File: config.mk
export PLATFORM = sky130hd
export DESIGN_NAME = jtframe_db15_scan
export DESIGN_NICKNAME = d
export VERILOG_FILES = /design/src/rtl/jtframe_db15_scan.sv
export SDC_FILE = /design/constraint.sdc
export NUM_CORES = 1
export LEC_CHECK = 0
export BUFFER_PORTS_ARGS = -buffer_cell sky130_fd_sc_hd__buf_2
export CAP_MARGIN = 20
export CORE_MARGIN = 5
export CORE_UTILIZATION = 27
export DETAILED_ROUTE_END_ITERATION = 16
export PLACE_DENSITY = 0.49
export SLEW_MARGIN = 20
export SYNTH_ARGS = -nofsm -noshare
export SYNTH_HDL_FRONTEND = slang
export SYNTH_SLANG_ARGS = --single-unit
File: constraint.sdc
create_clock -name clk -period 5.7 [get_ports clk]
set_clock_uncertainty 0.15 [all_clocks]
set_input_delay 0.285 -clock clk [delete_from_list [all_inputs] [get_ports clk]]
set_output_delay 0.285 -clock clk [all_outputs]
set_load 0.02 [all_outputs]
File: src/rtl/jtframe_db15_scan.sv
// Periodic scanner for a 32-bit 74x165 button chain behind a DB15 joystick port.
// Loads the chain, shifts 32 bits in, then publishes both player words at once.
module jtframe_db15_scan #(
    parameter int CLKDIV      = 8,
    parameter int SCAN_PERIOD = 48000
) (
    input  logic        clk,
    input  logic        rst,
    input  logic        JOY_DATA,
    output logic        JOY_CLK,
    output logic        JOY_LOAD,
    output logic [15:0] joystick1,
    output logic [15:0] joystick2,
    output logic        frame_done
);

    localparam logic [1:0]  ST_IDLE  = 2'd0;
    localparam logic [1:0]  ST_LOAD  = 2'd1;
    localparam logic [1:0]  ST_SHIFT = 2'd2;
    localparam logic [1:0]  ST_DONE  = 2'd3;
    localparam logic [7:0]  PHASE_LAST = 8'(CLKDIV - 1);
    localparam logic [19:0] IDLE_LAST  = 20'(SCAN_PERIOD - 1);

    logic [1:0]  state_q, state_d;
    logic [19:0] idle_cnt_q, idle_cnt_d;
    logic [7:0]  phase_cnt_q, phase_cnt_d;
    logic [4:0]  bit_idx_q, bit_idx_d;
    logic        half_q, half_d;         // second phase: LOAD phase B / SHIFT high phase
    logic [31:0] frame_q, frame_d;
    logic        sync1_q, sync2_q;
    logic        joy_clk_q, joy_clk_d;
    logic        joy_load_q, joy_load_d;
    logic [15:0] joystick1_q, joystick1_d;
    logic [15:0] joystick2_q, joystick2_d;
    logic        frame_done_q, frame_done_d;
    logic        phase_end_s;

    assign phase_end_s = (phase_cnt_q == PHASE_LAST);

    always_comb begin
        state_d      = state_q;
        idle_cnt_d   = idle_cnt_q;
        phase_cnt_d  = phase_cnt_q;
        bit_idx_d    = bit_idx_q;
        half_d       = half_q;
        frame_d      = frame_q;
        joystick1_d  = joystick1_q;
        joystick2_d  = joystick2_q;
        case (state_q)
            ST_IDLE: begin
                if (idle_cnt_q == IDLE_LAST) begin
                    state_d     = ST_LOAD;
                    idle_cnt_d  = 20'd0;
                    phase_cnt_d = 8'd0;
                    half_d      = 1'b0;
                end else begin
                    idle_cnt_d = idle_cnt_q + 20'd1;
                end
            end
            ST_LOAD: begin
                if (phase_end_s) begin
                    phase_cnt_d = 8'd0;
                    if (half_q) begin
                        state_d   = ST_SHIFT;
                        half_d    = 1'b0;
                        bit_idx_d = 5'd0;
                    end else begin
                        half_d = 1'b1;
                    end
                end else begin
                    phase_cnt_d = phase_cnt_q + 8'd1;
                end
            end
            ST_SHIFT: begin
                if (phase_end_s) begin
                    phase_cnt_d = 8'd0;
                    if (!half_q) begin
                        // chain output has settled for the whole low phase here
                        frame_d[bit_idx_q] = sync2_q;
                        half_d = 1'b1;
                    end else begin
                        half_d = 1'b0;
                        if (bit_idx_q == 5'd31) begin
                            state_d = ST_DONE;
                        end else begin
                            bit_idx_d = bit_idx_q + 5'd1;
                        end
                    end
                end else begin
                    phase_cnt_d = phase_cnt_q + 8'd1;
                end
            end
            ST_DONE: begin
                state_d    = ST_IDLE;
                idle_cnt_d = 20'd0;
            end
            default: begin
                state_d    = ST_IDLE;
                idle_cnt_d = 20'd0;
            end
        endcase
        // Outputs are registered from the next state so they line up with state_q.
        if (state_d == ST_DONE) begin
            joystick1_d = ~frame_q[15:0];
            joystick2_d = ~frame_q[31:16];
        end else begin
            joystick1_d = joystick1_q;
            joystick2_d = joystick2_q;
        end
        joy_load_d   = !((state_d == ST_LOAD) && !half_d);
        joy_clk_d    = (state_d == ST_SHIFT) && half_d;
        frame_done_d = (state_d == ST_DONE);
    end

    always_ff @(posedge clk) begin
        if (rst) begin
            state_q      <= ST_IDLE;
            idle_cnt_q   <= 20'd0;
            phase_cnt_q  <= 8'd0;
            bit_idx_q    <= 5'd0;
            half_q       <= 1'b0;
            frame_q      <= 32'd0;
            sync1_q      <= 1'b1;
            sync2_q      <= 1'b1;
            joy_clk_q    <= 1'b0;
            joy_load_q   <= 1'b1;
            joystick1_q  <= 16'd0;
            joystick2_q  <= 16'd0;
            frame_done_q <= 1'b0;
        end else begin
            state_q      <= state_d;
            idle_cnt_q   <= idle_cnt_d;
            phase_cnt_q  <= phase_cnt_d;
            bit_idx_q    <= bit_idx_d;
            half_q       <= half_d;
            frame_q      <= frame_d;
            sync1_q      <= JOY_DATA;
            sync2_q      <= sync1_q;
            joy_clk_q    <= joy_clk_d;
            joy_load_q   <= joy_load_d;
            joystick1_q  <= joystick1_d;
            joystick2_q  <= joystick2_d;
            frame_done_q <= frame_done_d;
        end
    end

    assign JOY_CLK    = joy_clk_q;
    assign JOY_LOAD   = joy_load_q;
    assign joystick1  = joystick1_q;
    assign joystick2  = joystick2_q;
    assign frame_done = frame_done_q;

endmodule
# Word level (Yosys, flattened, before mapping)
# Index checks and enable logic that the tools add are counted.
# Widths: inputs -> output; s select.
dict set report word_totals {
  output_inout_bits 35
  word_cells 74
  ff_bits 105
  in_bits 3
}
dict set report classes {
  addsub 3
  n_lt_le_gt_ge 2
  eq_ne 15
  mux 25
  n_reduce_logical 13
  bitwise_logic 3
}
# cell n
set ops {}
lappend ops {{$pmux 20 s2} 1}
lappend ops {{$bwmux 32} 1}
lappend ops {{$not 16->16} 2}
lappend ops {{$mux 5} 5}
lappend ops {{$add 20x1->20 const B} 1}
lappend ops {{$eq 20x16->1 const B} 1}
lappend ops {{$mux 20} 1}
lappend ops {{$mux 8} 2}
lappend ops {{$pmux 8 s2} 1}
lappend ops {{$mux 2} 6}
lappend ops {{$ne 2x2->1 const B} 6}
lappend ops {{$pmux 5 s2} 1}
lappend ops {{$add 8x1->8 const B} 1}
lappend ops {{$eq 2x2->1 const B} 4}
lappend ops {{$eq 8x3->1 const B} 1}
lappend ops {{$pmux 2 s4} 1}
lappend ops {{$lt 5x6->1 const B} 1}
lappend ops {{$reduce_and 6->1} 1}
lappend ops {{$reduce_bool 2->1} 3}
lappend ops {{$add 5x1->5 const B} 1}
lappend ops {{$demux 1 s5} 1}
lappend ops {{$eq 5x5->1 const B} 1}
lappend ops {{$ge 5x1->1 const B} 1}
lappend ops {{$eq 2x1->1 const B} 2}
lappend ops {{other kinds (9)} 15}

# Longest topological paths before layout
dict set report depth {
  ltp_word 8
  depth_mapped 9
  depth_no_buf 8
}

# Least setup slack after synthesis
# No wires, ideal clock.
dict set report synth_path {
  kind {reg-to-reg}
  start {reg phase_cnt_q[3]}
  end {reg joystick1_q[13], in the netlist joystick1[13]}
  path_slack_ns 3.145
  required_time_ns 5.476
  arrival_time_ns 2.332
  setup_ns 0.074
  stages_incl_launch_ff 7
  path_buffers 1
  period_less_slack_ns 2.555
  path_cell_list {dfxtp_1 > or4_4 > or4_4 > a221o_1 > a211o_4 > buf_6 > o22ai_2}
}
dict set report synth_via {
  elab_chain_cells 4
  elab_cells_between_ends 5
  cone_classes {eq/ne: 2; mux: 3}
}
# element line
set synth_lines {}
lappend synth_lines {{start: declaration} 26} ;# logic [7:0] phase_cnt_q, phase_cnt_d;
lappend synth_lines {{start signal: assignment} 133} ;# phase_cnt_q <= phase_cnt_d;
lappend synth_lines {{$eq 8x3->1 (*)} 38} ;# assign phase_end_s = (phase_cnt_q == PHASE_LAST);
lappend synth_lines {{$mux 2, on equally long branches} {75, 61}}
lappend synth_lines {{$pmux 2 s4 (*)} 49} ;# case (state_q)
lappend synth_lines {{$eq 2x2->1 (*)} 103} ;# if (state_d == ST_DONE) begin
lappend synth_lines {{end signal: assignment} 141} ;# joystick1_q <= joystick1_d;
lappend synth_lines {{end: declaration} 33} ;# logic [15:0] joystick1_q, joystick1_d;
# Every way passes the cells marked *; elsewhere a longest branch is shown, timed or not.
# A chain may end at the register's enable or synchronous reset.

# Worst setup path after layout
dict set report layout_path {
  start {reg state_q[0]}
  end {reg phase_cnt_q[7]}
}
dict set report layout_via {
  elab_chain_cells 4
  elab_cells_between_ends 8
  cone_classes {eq/ne: 3; mux: 1; reduce/logical: 4}
}
# element line
set layout_lines {}
lappend layout_lines {{start: declaration} 24} ;# logic [1:0] state_q, state_d;
lappend layout_lines {{start signal: assignment} 131} ;# state_q <= state_d;
lappend layout_lines {{$eq 2x2->1 / $eq 2x1->1 (equally long branches)} 49}
lappend layout_lines {{$reduce_or 2->1 (no source line)} --}
lappend layout_lines {{$reduce_bool 2->1 (no source line)} --}
lappend layout_lines {{$reduce_and 2->1 (no source line)} --}
# Parallel ways exist; a longest one is shown, timed or not.

==> summary.md <==
| Metric | Value |
|---|---|
| Initial antenna violation count | `0` |
| DRC errors left | `0` |
| Post-DP HPWL | `7.33 mm` |
| Fin crit share | `0.520` |
| Hold Fails Final Rpt | `0` |
| Initial DRT Pass Iterations | `4` |
| Grt ovf | `0` |
| First-pass GRT wire length | `18.4 mm` |
| Post-synthesis sequential area ratio | `0.450` |
| Yosys reg bits | `105` |
| Chip Width | `142 µm` |
| Synth Warn # | `0` |
| Setup_tns | `0 ns` |
| Startpoint Class | `flip-flop` |
| RSZ-0062 raised after global routing | `false` |
| Register area | `0.00210 mm²` |
| TritonCTS clock tree | `built` |
| Primary FF master, synth | `dfxtp_1` |
| Number of port buffers | `37` |
| Mapped Area | `0.00467 mm²` |
| Die height | `142 µm` |
| Post-Syn Area per Cell | `8.51 µm²` |
| Vias in the first global route | `3,642` |
| Worst vdd ir | `0.137 mV` |
| Antenna cells | `0` |
| R2r worst-path depth | `7` |
| Area delta synth->final | `13.9%` |
| Worst Path Arrival | `3.09 ns` |
| Via count | `3,871` |
| Synth async-reset ratio | `0` |
| DR vias/cell | `4.84` |
| Max-slew violations | `0` |
| Max Clk Rate | `0.337 GHz` |
| Pwr per Cell Area | `262 mW/mm²` |
| WL/cell | `13.6 µm` |
| Clock buffer depth | `2` |
| Pre-CTS WS | `2.77 ns` |
| Die area | `0.0200 mm²` |
| Total wire length | `10.9 mm` |
| CP Capture Type | `flip-flop` |
| Core Footprint | `0.0171 mm²` |
| Post-route antenna net violation count | `0` |
| Cell count after synthesis | `549` |
| Clock slew at reported path FFs | `0.07 ns` |
| Initial DRC count | `217` |
| Multi-input gate area | `0.00239 mm²` |
| Clock Sinks | `105` |
| Final Net Count | `586` |
| PnR worst setup slack | `2.73 ns` |
| Clk_lat worst skew | `0.35 ns` |
| Top cell type by total area after synthesis | `dfxtp_1` |
| Post-synth EDFFs | `0` |
| Rel. slew slack | `0.356` |
| Starting Density | `0.273` |
| Status | `complete, no violations` |
| Most frequent cells in the layout | `dfxtp_1, nand2_1, nor2_1` |
| Largest net degree at the start of global routing | `49` |
| FP Rows | `48` |
| Final Core Density | `0.311` |
| Share of the synthesized area in the top cell type | `0.450` |
| Worst hold path cell count | `1` |
| Max-cap violations | `0` |
| Pleak | `1.87 nW` |
| Worst path required time | `5.82 ns` |
| # IOs | `38` |
| CTS H-tree depth | `3` |
| Global-route usage over all layers | `0.112` |
| Share of cells above drive strength 1 | `0.162` |
| Worst Path Class, Setup | `reg -> reg` |
| Distinct cells, synth | `47` |
| Number of buffers created by CTS | `9` |
| Post-CTS Resized | `0` |
| Tmin final | `2.97 ns` |
| Most common cell after layout, fill and taps aside | `dfxtp_1` |
| Hold crit path type | `reg -> reg` |
| Syn_nets | `565` |
| Number of fill cells | `1,839` |
| CTS Root Buffer Type | `clkbuf_16` |
| Crit path max fanout | `13` |
| Gpl congestion | `0.761` |
| Final setup violation count | `0` |
| Ranking of synthesized cells by area | `dfxtp_1, nand2_1, o22ai_2` |
| Worst slew pin tran | `0.966 ns` |
| Post-CTS setup buffer count | `0` |
==> stage by stage <==
step	instance area (µm²)	std cells	power [mW]	hold slack [ns]
CTS	5320	800	1.42	0.264
floorplan	4670	549	0.795	0.239
global route	5320	800	1.46	0.281
finish	5320	800	1.39	0.261
detailed placement	5020	783	0.807	0.246
global placement	5020	783	0.808	0.245
==> synth_stat cells (all sizes together), types with 4 or more instances <==
cell type  instances
nand2            100
buf                6
or3                4
nor4               5
ha                13
clkbuf            24
o21ai             22
dfxtp            105
or4                7
xnor2             14
inv               13
and3               7
nand3             35
nand4              8
nor3               8
nand4b             4
nor2              55
xor2               4
o22ai             32
a21oi             47
==> power breakdown <==
part	internal, mW	switching [mW]	leakage [nW]
combinational	0.0131	0.0298	0.883
sequential	0.739	0.00886	0.846
clock	0.316	0.287	0.143
==> state kept, by name, summed over array words and instances, names as in the netlist <==
signal and flops:
phase_cnt_q 8, JOY_LOAD 1, frame_q 32, joystick2 16
frame_done 1, sync1_q 1, joystick1 16, sync2_q 1
idle_cnt_q 20, bit_idx_q 5, state_q 2, JOY_CLK 1
half_q 1
==> final timing paths <==
| kind | start | endpoint | slack, ns |
|---|---|---|---|
| setup / recovery | state_q[0]$_SDFF_PP0_ | phase_cnt_q[7]$_SDFFE_PP0P_ | 2.73 |
| hold / removal | sync1_q$_SDFF_PP1_ | sync2_q$_SDFF_PP1_ | 0.26 |
| setup reg to reg | state_q[0]$_SDFF_PP0_ | phase_cnt_q[7]$_SDFFE_PP0P_ | 2.73 |
| hold reg to reg | sync1_q$_SDFF_PP1_ | sync2_q$_SDFF_PP1_ | 0.26 |
==> critical path: stages (launching register included) <==
cell and delay (ns):
dfxtp_1 0.48, inv_1 0.10, ha_1 0.46, inv_1 0.24
nor2_1 0.07, a31oi_1 0.69, o21ai_0 0.45, a21oi_1 0.24
==> repair_timing <==
action                                  4_1_cts  5_1_grt
endpoints found under the hold margin         1        0
hold buffers                                  1        0
endpoints found under the setup margin        0        0
==> final cells by class <==
cell class | count | share of cell area
well taps | 225 | 0.0529
clock inverters | 5 | 0.00870
clock buffers | 11 | 0.0456
inverters | 13 | 0.00917
repair buffers | 40 | 0.0395
multi-input cells | 401 | 0.449
flip-flops and latches | 105 | 0.395
==> kinds of logic after synthesis <==
kind of cell	Yosys count	share of synthesized area
XOR/XNOR	18	0.0337
multiplexers	1	0.00214
adder cells (fa/ha/maj)	13	0.0348
AO/OA/AOI/OAI	117	0.185
AND/OR/NAND/NOR	252	0.254
flip-flops	105	0.450
buffers and inverters	43	0.0402
==> routing by layer <==
metal,vias to the layer above,global-route usage,part of all wire
li1,1964,-,-
met1,1823,0.144,0.47
met2,73,0.180,0.47
met3,11,0.0344,0.049
met4,0,0.0348,0.0088
met5,-,0,0
Power figures use the tool's default switching activity.
